## config.mk

```make
export PLATFORM = sky130hd
export DESIGN_NAME = if_fetch_queue
export DESIGN_NICKNAME = d
export VERILOG_FILES = /design/src/rtl/if_fetch_queue.sv
export SDC_FILE = /design/constraint.sdc
export NUM_CORES = 1
export LEC_CHECK = 0
export ABC_AREA = 1
export BUFFER_PORTS_ARGS = -buffer_cell sky130_fd_sc_hd__buf_2
export CAP_MARGIN = 20
export CORE_MARGIN = 2
export CORE_UTILIZATION = 30
export DETAILED_ROUTE_END_ITERATION = 8
export PLACE_DENSITY = 0.56
export SLEW_MARGIN = 25
export SYNTH_ARGS = -nofsm -noshare
export SYNTH_HDL_FRONTEND = slang
export SYNTH_SLANG_ARGS = --single-unit
```

## constraint.sdc

```tcl
create_clock -name clk -period 4.9 [get_ports clk]
set_input_delay 0 -clock clk [delete_from_list [all_inputs] [get_ports clk]]
set_output_delay 0 -clock clk [all_outputs]
set_load 0.005 [all_outputs]
```

## src/rtl/if_fetch_queue.sv

```systemverilog
// Instruction fetch stage: sequential PC generator feeding a DEPTH-entry
// {pc, inst} queue toward decode, with flush redirect and one idle cycle after reset.
module if_fetch_queue #(
  parameter logic [31:0] RESET_PC = 32'h0000_0000,
  parameter int          DEPTH    = 4
) (
  input  logic        clk,
  input  logic        rst,
  output logic        rom_ce,
  output logic [31:0] rom_addr,
  input  logic [31:0] rom_inst,
  input  logic        flush,
  input  logic [31:0] flush_pc,
  output logic        out_valid,
  input  logic        out_ready,
  output logic [31:0] out_inst,
  output logic [31:0] out_pc
);

  localparam int AW = (DEPTH > 1) ? $clog2(DEPTH) : 1;
  localparam int CW = $clog2(DEPTH + 1);
  localparam logic [CW-1:0] FULL_COUNT = CW'(DEPTH);
  localparam logic [31:0]   START_PC   = {RESET_PC[31:2], 2'b00};

  typedef enum logic {IDLE, RUN} state_t;

  state_t        state;
  logic [31:0]   fetch_pc;
  logic [AW-1:0] rd_ptr;
  logic [AW-1:0] wr_ptr;
  logic [CW-1:0] count;
  logic [31:0]   mem_pc   [DEPTH];
  logic [31:0]   mem_inst [DEPTH];

  logic push;
  logic pop;
  logic unused_flush_bits;

  assign unused_flush_bits = ^flush_pc[1:0];

  // A full queue never fetches, even when decode drains an entry this cycle.
  assign push      = (state == RUN) && !rst && !flush && (count < FULL_COUNT);
  assign out_valid = !rst && (count != '0);
  assign pop       = out_valid && out_ready && !flush;

  assign rom_ce    = push;
  assign rom_addr  = fetch_pc;
  assign out_pc    = out_valid ? mem_pc[rd_ptr]   : '0;
  assign out_inst  = out_valid ? mem_inst[rd_ptr] : '0;

  always_ff @(posedge clk) begin
    if (rst) begin
      state    <= IDLE;
      fetch_pc <= START_PC;
      rd_ptr   <= '0;
      wr_ptr   <= '0;
      count    <= '0;
    end else begin
      case (state)
        IDLE:    state <= RUN;
        RUN:     state <= RUN;
        default: state <= IDLE;
      endcase

      // Flush discards everything queued and wins over any push or pop.
      if (flush) begin
        fetch_pc <= {flush_pc[31:2], 2'b00};
        rd_ptr   <= '0;
        wr_ptr   <= '0;
        count    <= '0;
      end else begin
        if (push) begin
          wr_ptr   <= wr_ptr + AW'(1);
          fetch_pc <= fetch_pc + 32'd4;
        end
        if (pop) begin
          rd_ptr <= rd_ptr + AW'(1);
        end
        case ({push, pop})
          2'b10:   count <= count + CW'(1);
          2'b01:   count <= count - CW'(1);
          default: count <= count;
        endcase
      end
    end
  end

  // NOTE: queue storage is deliberately not reset; count gates every read, so stale words are never visible.
  always_ff @(posedge clk) begin
    if (push) begin
      mem_pc[wr_ptr]   <= fetch_pc;
      mem_inst[wr_ptr] <= rom_inst;
    end
  end

endmodule
```

# == Word-level counts from Yosys, hierarchy flattened ==
# Memory sizes are Yosys's and may differ from the RTL's. A register that Yosys moved wholly into a read port is not among the register bits.
# Cells that the tools add are included.
# totals
ff_bits,40
mem_bits_rw,256
input_bits,68
out_inout_bits,98
elab_cells,40
n_memories,2
# classes
n_addsub,5
magnitude_cmp,1
n_eq_ne,2
n_mux,12
reduce_logical,12
# memory_table
memory,words,word_bits,read_ports,rd_ports_with_merged_regs,write_ports,line_no,text
mem_inst,4,32,1,1,1,33,logic [31:0] mem_inst [DEPTH];
mem_pc,4,32,1,1,1,32,logic [31:0] mem_pc [DEPTH];
# ops
operator,n
$mux W32,4
$add A32 B3 Y32 const B,1
$mux W2,4
$logic_and A1 B1 Y1,6
$pmux W3 S2,1
$add A2 B1 Y2 const B,2
$reduce_bool A2 Y1,2
$add A3 B1 Y3 const B,1
$lt A3 B3 Y1 const B,1
$mux W1,3
$reduce_bool A3 Y1,1
$sub A3 B1 Y3 const B,1
$eq A2 B1 Y1 const B,1
$eq A2 B2 Y1 const B,1
$logic_not A1 Y1,2
$reduce_or A2 Y1,1

# == Logic depth before layout (Yosys ltp) ==
# Gate-level depths: netlist of run 1.
# depth
ltp_word,6
depth_mapped,12
mapped_depth_nobuf,11

# == Worst setup path before layout of run 1 ==
# OpenSTA, ideal clock, no wires.
# synth_timing
path_kind,register -> register
start,reg count[2]
end,mem mem_inst[0][0] (enable)
setup_ps,482
t_arrival_ps,3396
required_ps,4418
slack_ps,1022
path_stages_with_launch,6
n_path_buf,0
period_less_slack_ps,3878
path_cell_list,dfxtp_1 -> inv_1 -> nand2_1 -> nor2_8 -> inv_2 -> nor2_1
# synth_between
elab_chain_len,4
# synth_rtl
element,line_no,text
"start, declared",31,logic [CW-1:0] count;
"start signal, assigned",80,2'b10: count <= count + CW'(1);
"start signal, assigned",81,2'b01: count <= count - CW'(1);
"start signal, assigned",82,default: count <= count;
$lt A3 B3 Y1,42,assign push = (state == RUN) && !rst && !flush && (count < FULL_COUNT);
$logic_and A1 B1 Y1,42,
$mux W1,90,if (push) begin
$mux W1 (implied by the code),92,mem_inst[wr_ptr] <= rom_inst;
"end, declared",33,
# Every way passes these cells.

==> results of run 1 <==
==> per-layer routing <==
layer	up-vias	wire (µm)	global-route usage (%)
li1	4382	-	-
met1	4230	14700	20.1
met2	197	15100	25.2
met3	40	1630	3.53
met4	0	586	3.90
met5	-	0	0
==> area by class of cell <==
cell class | instances | area (µm²)
Antenna cell | 1 | 2.50
Multi-Input combinational cell | 745 | 3520
Inverter | 72 | 274
Clock buffer | 43 | 906
Tap cell | 532 | 666
Clock inverter | 16 | 106
Fill cell | 3992 | 25400
Sequential cell | 288 | 8250
Timing Repair Buffer | 230 | 1540
==> cell usage after synthesis, drive strengths merged (2+ instances only) <==
| cell type | n |
|---|---|
| a21oi | 89 |
| nand3b | 2 |
| buf | 21 |
| and2 | 3 |
| a211oi | 2 |
| edfxtp | 248 |
| ha | 6 |
| dfxtp | 40 |
| clkbuf | 41 |
| nand3 | 37 |
| nand2 | 128 |
| nor2 | 300 |
| nor3 | 2 |
| nor3b | 2 |
| a31oi | 6 |
| xor2 | 2 |
| o21ai | 155 |
| xnor2 | 2 |
| inv | 72 |
==> worst register-to-register path: stages, from the launching register on <==
cell	delay [ps]
dfxtp_1	290
inv_1	90
nand2_1	160
nor2_8	500
inv_2	260
nor2_4	760
buf_12	370
==> power groups by stage <==
stage                     registers, mW  logic [mW]  clock network, mW
after detailed placement           2.81       0.210                  0
after CTS                          2.76       0.251               2.40
after global routing               2.76       0.282               2.51
after global placement             2.81       0.207                  0
after floorplan                    2.79       0.121                  0
final                              2.76       0.249               2.32
==> state kept, by name, indices dropped and copies added, names as in the netlist, named ones only <==
name,count
count,3
mem_inst,128
mem_pc,120
state,1
rom_addr,30
wr_ptr,2
rd_ptr,2
==> worst max path at each step <==
stage / end / slack, ps / cells after the start
after floorplan: mem_inst[0][0]$_DFFE_PP_ / 1020 / 5
after global placement: mem_inst[0][23]$_DFFE_PP_ / 1920 / 7
after detailed placement: mem_inst[0][24]$_DFFE_PP_ / 1910 / 7
after CTS: out_pc[19] / 1800 / 5
after global routing: out_pc[19] / 1590 / 5
final: out_pc[19] / 1940 / 5
==> stage by stage <==
step / total power [mW] / hold slack (ps) / util (%) / instances / setup slack [ps]
6_report: 5.32 / 48.9 / 37.6 / 1927 / 1940
5_1_grt: 5.55 / 63.9 / 37.6 / 1926 / 1590
4_1_cts: 5.41 / 7.39 / 37.5 / 1926 / 1800
3_5_place_dp: 3.02 / 216 / 33.5 / 1804 / 1910
3_3_place_gp: 3.01 / 216 / 33.5 / 1804 / 1920
2_1_floorplan: 2.91 / 98.9 / - / 1167 / 1020
==> cell families after synthesis <==
kind of cell / after synthesis
XOR/XNOR: 4
flip-flops: 288
buffers and inverters: 134
other: 1
AO/OA/AOI/OAI: 255
AND/OR/NAND/NOR: 475
adder cells (fa/ha/maj): 7
==> run_results.csv, run 1 <==
group,metric,value,unit
critical_path,rr_worst_depth,6,
synth,ys_types,38,
timing,fmax,0.338,GHz
timing,setup_viol,0,
critical_path,cpPeakStageDelay,630,ps
hold_path,hold_path_depth,2,
synth,avgSynthCellArea,10.6,µm²
power,p_sw,1.15,mW
timing,grt_setup_unrepaired,"no",
grt,antenna_found_initial,0,
run_status,status,"finished clean",
clock_network,postCtsHoldBufs,63,
timing,worst_pin_slew,996,ps
routing,first_pass_iters,5,
floorplanning,core_area,0.0406,mm²
timing,slew_violations,0,
synth,async_flop_share,0,%
hold_path,min_path_type,"input pin to register",
grt,grt_remaining_overflow,0,
clock_network,clkTransAtPathRegs,60,ps
layout,syn2layout_area_growth,24.3,%
routing,drtIter0Drc,500,
timing,fin_crit,2960,ps
clock_network,postCtsSetupBuffers,0,
clock_network,cts_tree,"yes",
critical_path,cp_data_arrival_time,2960,ps
routing,drc_errors,0,
critical_path,critical_path_class,"register to output pin",
synth,synth_compound_area_share,11.4,%
synth,yosys_register_bits,288,
power,p_leak,5.61,nW
routing,antenna_left,0,
power,power.density,349,mW/mm²
power,ir_drop,0.161,mV
critical_path,crit_slowest_cell,"dfxtp_4",
timing,finalClockSkew,15.9,ps
clock_network,clock_latency,510,ps
critical_path,end_kind,"output pin",
routing,via_per_inst,4.59,
layout,final_area,0.0153,mm²
place,place_area,0.0136,mm²
floorplanning,die_h,206,µm
power,p_sw_share,21.6,%
critical_path,start_kind,"register",
critical_path,cp_cell_sequence,"clkinv_2 -> buf_4 -> o21ai_0 -> a21oi_1 -> buf_2",
layout,fin_nets,1446,
layout,drive_gt1_share,20.1,%
hold_path,worstHoldStart,"rst",
synth,synth-adder-area-share,0.774,%
power,combPwrFrac,4.7,%
synth,ys.flop_type,"edfxtp_1",
floorplanning,row_count,74,
synth,synth_area,0.0123,mm²
floorplanning,start_util,30.2,%
critical_path,timing.rr.start,"count[2]$_SDFFE_PP0P_",
synth,yosysTopAreaCell,"edfxtp_1",
timing,slew-limit-headroom,33.6,%
timing,setup_tns,0,ps
clock_network,ctsResizeCount,0,
critical_path,r2r_slack,2100,ps
critical_path,rr_endpoint,"mem_inst[0][6]$_DFFE_PP_",
clock_network,cts_made_buffers,34,
synth,yosysWarningCount,0,
synth,post_synth_xor_area_fraction,0.285,%
power,power_frac_seq,51.8,%
timing,hold_viol,0,
routing,num_vias,8849,
floorplanning,chipWidth,206,µm
critical_path,path_max_fanout,86,
layout,final_cell_mix,"nor2_1, edfxtp_1, buf_2",
critical_path,crit_family,"buffers and inverters",
place,portBuffers,159,
layout,layout_commonest_cell,"nor2_1",
floorplanning,io_pins,166,
critical_path,worstPathRequired,4900,ps
run,cap_violations,0,
grt,grt_pass1_wl,49400,µm
power,intPower,4.17,mW
synth,synthSimpleGateAreaFrac,15.8,%
routing,wire_per_inst,16.6,µm
timing,min_period_over_period,60.4,%
synth,synth_top_family_by_area,"simple AND/OR/NAND/NOR gates",
clock_network,cts-root-buf,"clkbuf_16",
clock_network,ctsHtreeMaxLevel,2,
clock_network,cts_sinks,288,
clock_network,clk_path_buf_depth,3,
place,gp_congestion,0.808,
floorplanning,fp.dieArea,0.0426,mm²
power,p_clk_share,43.6,%
hold_path,hold_end,"rom_addr[8]$_SDFFE_PP0P_",
grt,grt_max_degree,92,
critical_path,critPathBufInv,3,
synth,yosysSeqAreaShare,67.1,%
routing,drt-total-wl,32000,µm
grt,track_usage,15.2,%
synth,synth_top_area_share,60.6,%
synth,synth_edf_count,248,
synth,synthMuxAreaShare,0,%
synth,syn_inst,1164,
synth,synth.area.top_cells,"edfxtp_1, nor2_1, dfxtp_1",
place,place_hpwl,18000,µm
grt,grt_pass1_vias,8616,
Power figures use the tool's default switching activity.
==> run 2, diff against run 1 <==
Settings changed: PLACE_DENSITY 0.56 to 0.58.
Clock period 4.9 ns to 2.7 ns, I/O delays scaled along.
==> run 2 against run 1 <==
Against the previous run: cell area rose by 0.72%; critical path type unchanged; cell count increased by 0.47%; register-to-register slack worse by 1600 ps.
==> run_results.csv, run 2 (synthesized netlist as in run 1, its figures left out) <==
group,metric,value,unit
layout,final_area,0.0154,mm²
timing,hold_viol,0,
routing,wl_met3,1400,µm
timing,fmax,0.425,GHz
layout,fin_nets,1458,
clock_network,postCtsSetupBuffers,0,
critical_path,worstPathRequired,2700,ps
floorplanning,core_area,0.0406,mm²
grt,grt_remaining_overflow,0,
layout,register_area,0.00826,mm²
routing,first_pass_iters,4,
timing,grt_setup_unrepaired,"no",
floorplanning,io_pins,166,
place,portBuffers,159,
grt,antenna_found_initial,0,
layout,layout.cells.non_filler,1936,
layout,antenna_cells,0,
place,place_hpwl,18400,µm
place,gp_congestion,0.823,
power,ir_drop,0.337,mV
routing,wl_met2,15000,µm
layout,largest-register,"mem_inst",
place,place_area,0.0138,mm²
layout,multiInputGateArea,0.00352,mm²
routing,drtIter0Drc,443,
power,power.density,614,mW/mm²
power,total_power,9.44,mW
hold_path,min_path_type,"input pin to register",
critical_path,cpPeakStageDelay,700,ps
critical_path,cp_cell_sequence,"inv_1 -> nand3_1 -> nand2_4 -> buf_4 -> a21oi_1 -> buf_2",
run_status,status,"finished clean",
routing,num_vias,8894,
routing,top_layer,"met4",
timing,worst_pin_slew,919,ps
grt,grt_max_degree,64,
timing,finalClockSkew,17.3,ps
layout,final_util,37.8,%
grt,grt_pass1_wl,47700,µm
floorplanning,fp.dieArea,0.0426,mm²
timing,slew_violations,0,
grt,grt_pass1_vias,8547,
timing,min_period_over_period,87.2,%
timing,fin_crit,2360,ps
floorplanning,die_h,206,µm
clock_network,cts-root-buf,"clkbuf_16",
critical_path,path_max_fanout,63,
critical_path,critical_path_class,"register to output pin",
layout,final_cell_mix,"nor2_1, edfxtp_1, buf_2",
layout,largest_register_ffs,128,
critical_path,end_kind,"output pin",
floorplanning,start_util,30.2,%
layout,syn2layout_area_growth,25.2,%
critical_path,cp_data_arrival_time,2360,ps
layout,layout_commonest_cell,"nor2_1",
floorplanning,row_count,74,
timing,setup_viol,0,
power,p_sw,1.97,mW
power,power_frac_seq,52.9,%
place,place_ws,721,ps
place,placedCellCount,1815,
clock_network,ctsResizeCount,0,
clock_network,cts_sinks,288,
routing,drt-total-wl,31700,µm
timing,setup_tns,0,ps
clock_network,cts_tree,"yes",
timing,slew-limit-headroom,38.7,%
power,combPwrFrac,4.9,%
timing,worst_slack,344,ps
routing,antenna_left,0,
routing,wire_per_inst,16.4,µm
clock_network,cts_made_buffers,31,
critical_path,crit_slowest_cell,"buf_4",
power,p_clk_share,42.1,%
power,p_sw_share,20.9,%
clock_network,clkTransAtPathRegs,60,ps
routing,via_per_inst,4.59,
routing,drc_errors,0,
floorplanning,chipWidth,206,µm
grt,track_usage,14.7,%
clock_network,clk_path_buf_depth,3,
layout,drive_gt1_share,20.7,%
clock_network,clock_latency,560,ps
run,cap_violations,0,
clock_network,postCtsHoldBufs,67,
critical_path,start_kind,"register",
routing,m1WireLength,14600,µm
power,p_leak,5.68,nW
timing,whs,199,ps
power,intPower,7.47,mW
layout,nFillCells,3981,
clock_network,ctsHtreeMaxLevel,1,
run 2: cell count changes in the layout (fill, tap and decap cells not counted), moves of 2 or more:
cell | previous run | this run
clkinv_2 | 3 | 5
buf_4 | 3 | 11
dlygate4sd3_1 | 63 | 67
buf_12 | 4 | 8
clkbuf_8 | 0 | 3
clkbuf_16 | 35 | 31
clkinv_1 | 9 | 5
run 2: final timing paths:
| path | from | endpoint | slack [ps] | cells after the start |
|---|---|---|---|---|
| worst max-delay path | count[0]$_SDFFE_PP0P_ | out_pc[16] | 340 | 6 |
| worst min-delay path | rom_inst[27] | mem_inst[1][27]$_DFFE_PP_ | 200 | 2 |
| worst max register to register | count[2]$_SDFFE_PP0P_ | rom_addr[7]$_SDFFE_PP0P_ | 510 | 8 |
| worst min register to register | count[0]$_SDFFE_PP0P_ | count[0]$_SDFFE_PP0P_ | 470 | 2 |
run 2: cell type report:
class                   count  area share, %
clock buffers              42           5.51
clock inverters            12          0.692
inverters                  72           1.78
multi-input cells         745           22.9
flip-flops and latches    288           53.7
well taps                 532           4.33
repair buffers            245           11.1
run 2: per-layer routing:
metal  GRT usage [%]  up-vias
met5               0        -
met2            24.8      204
met3            2.22       41
li1                -     4405
met4            4.13        0
met1            19.6     4244
run 2: critical path, delay by kind of cell (launching register included):
family / cells / cell delay, ps
flip-flops: 1 / 310
AND/OR/NAND/NOR: 2 / 210
buffers and inverters: 3 / 1010
AO/OA/AOI/OAI: 1 / 220
run 2: power by group through the flow:
| stage | clock, mW | combinational (mW) | sequential, mW |
|---|---|---|---|
| final | 3.98 | 0.467 | 5.00 |
| after global routing | 4.30 | 0.525 | 5.01 |
| after CTS | 4.12 | 0.472 | 5.00 |
| after detailed placement | 0 | 0.395 | 5.09 |
| after global placement | 0 | 0.386 | 5.09 |
| after floorplan | 0 | 0.221 | 5.06 |
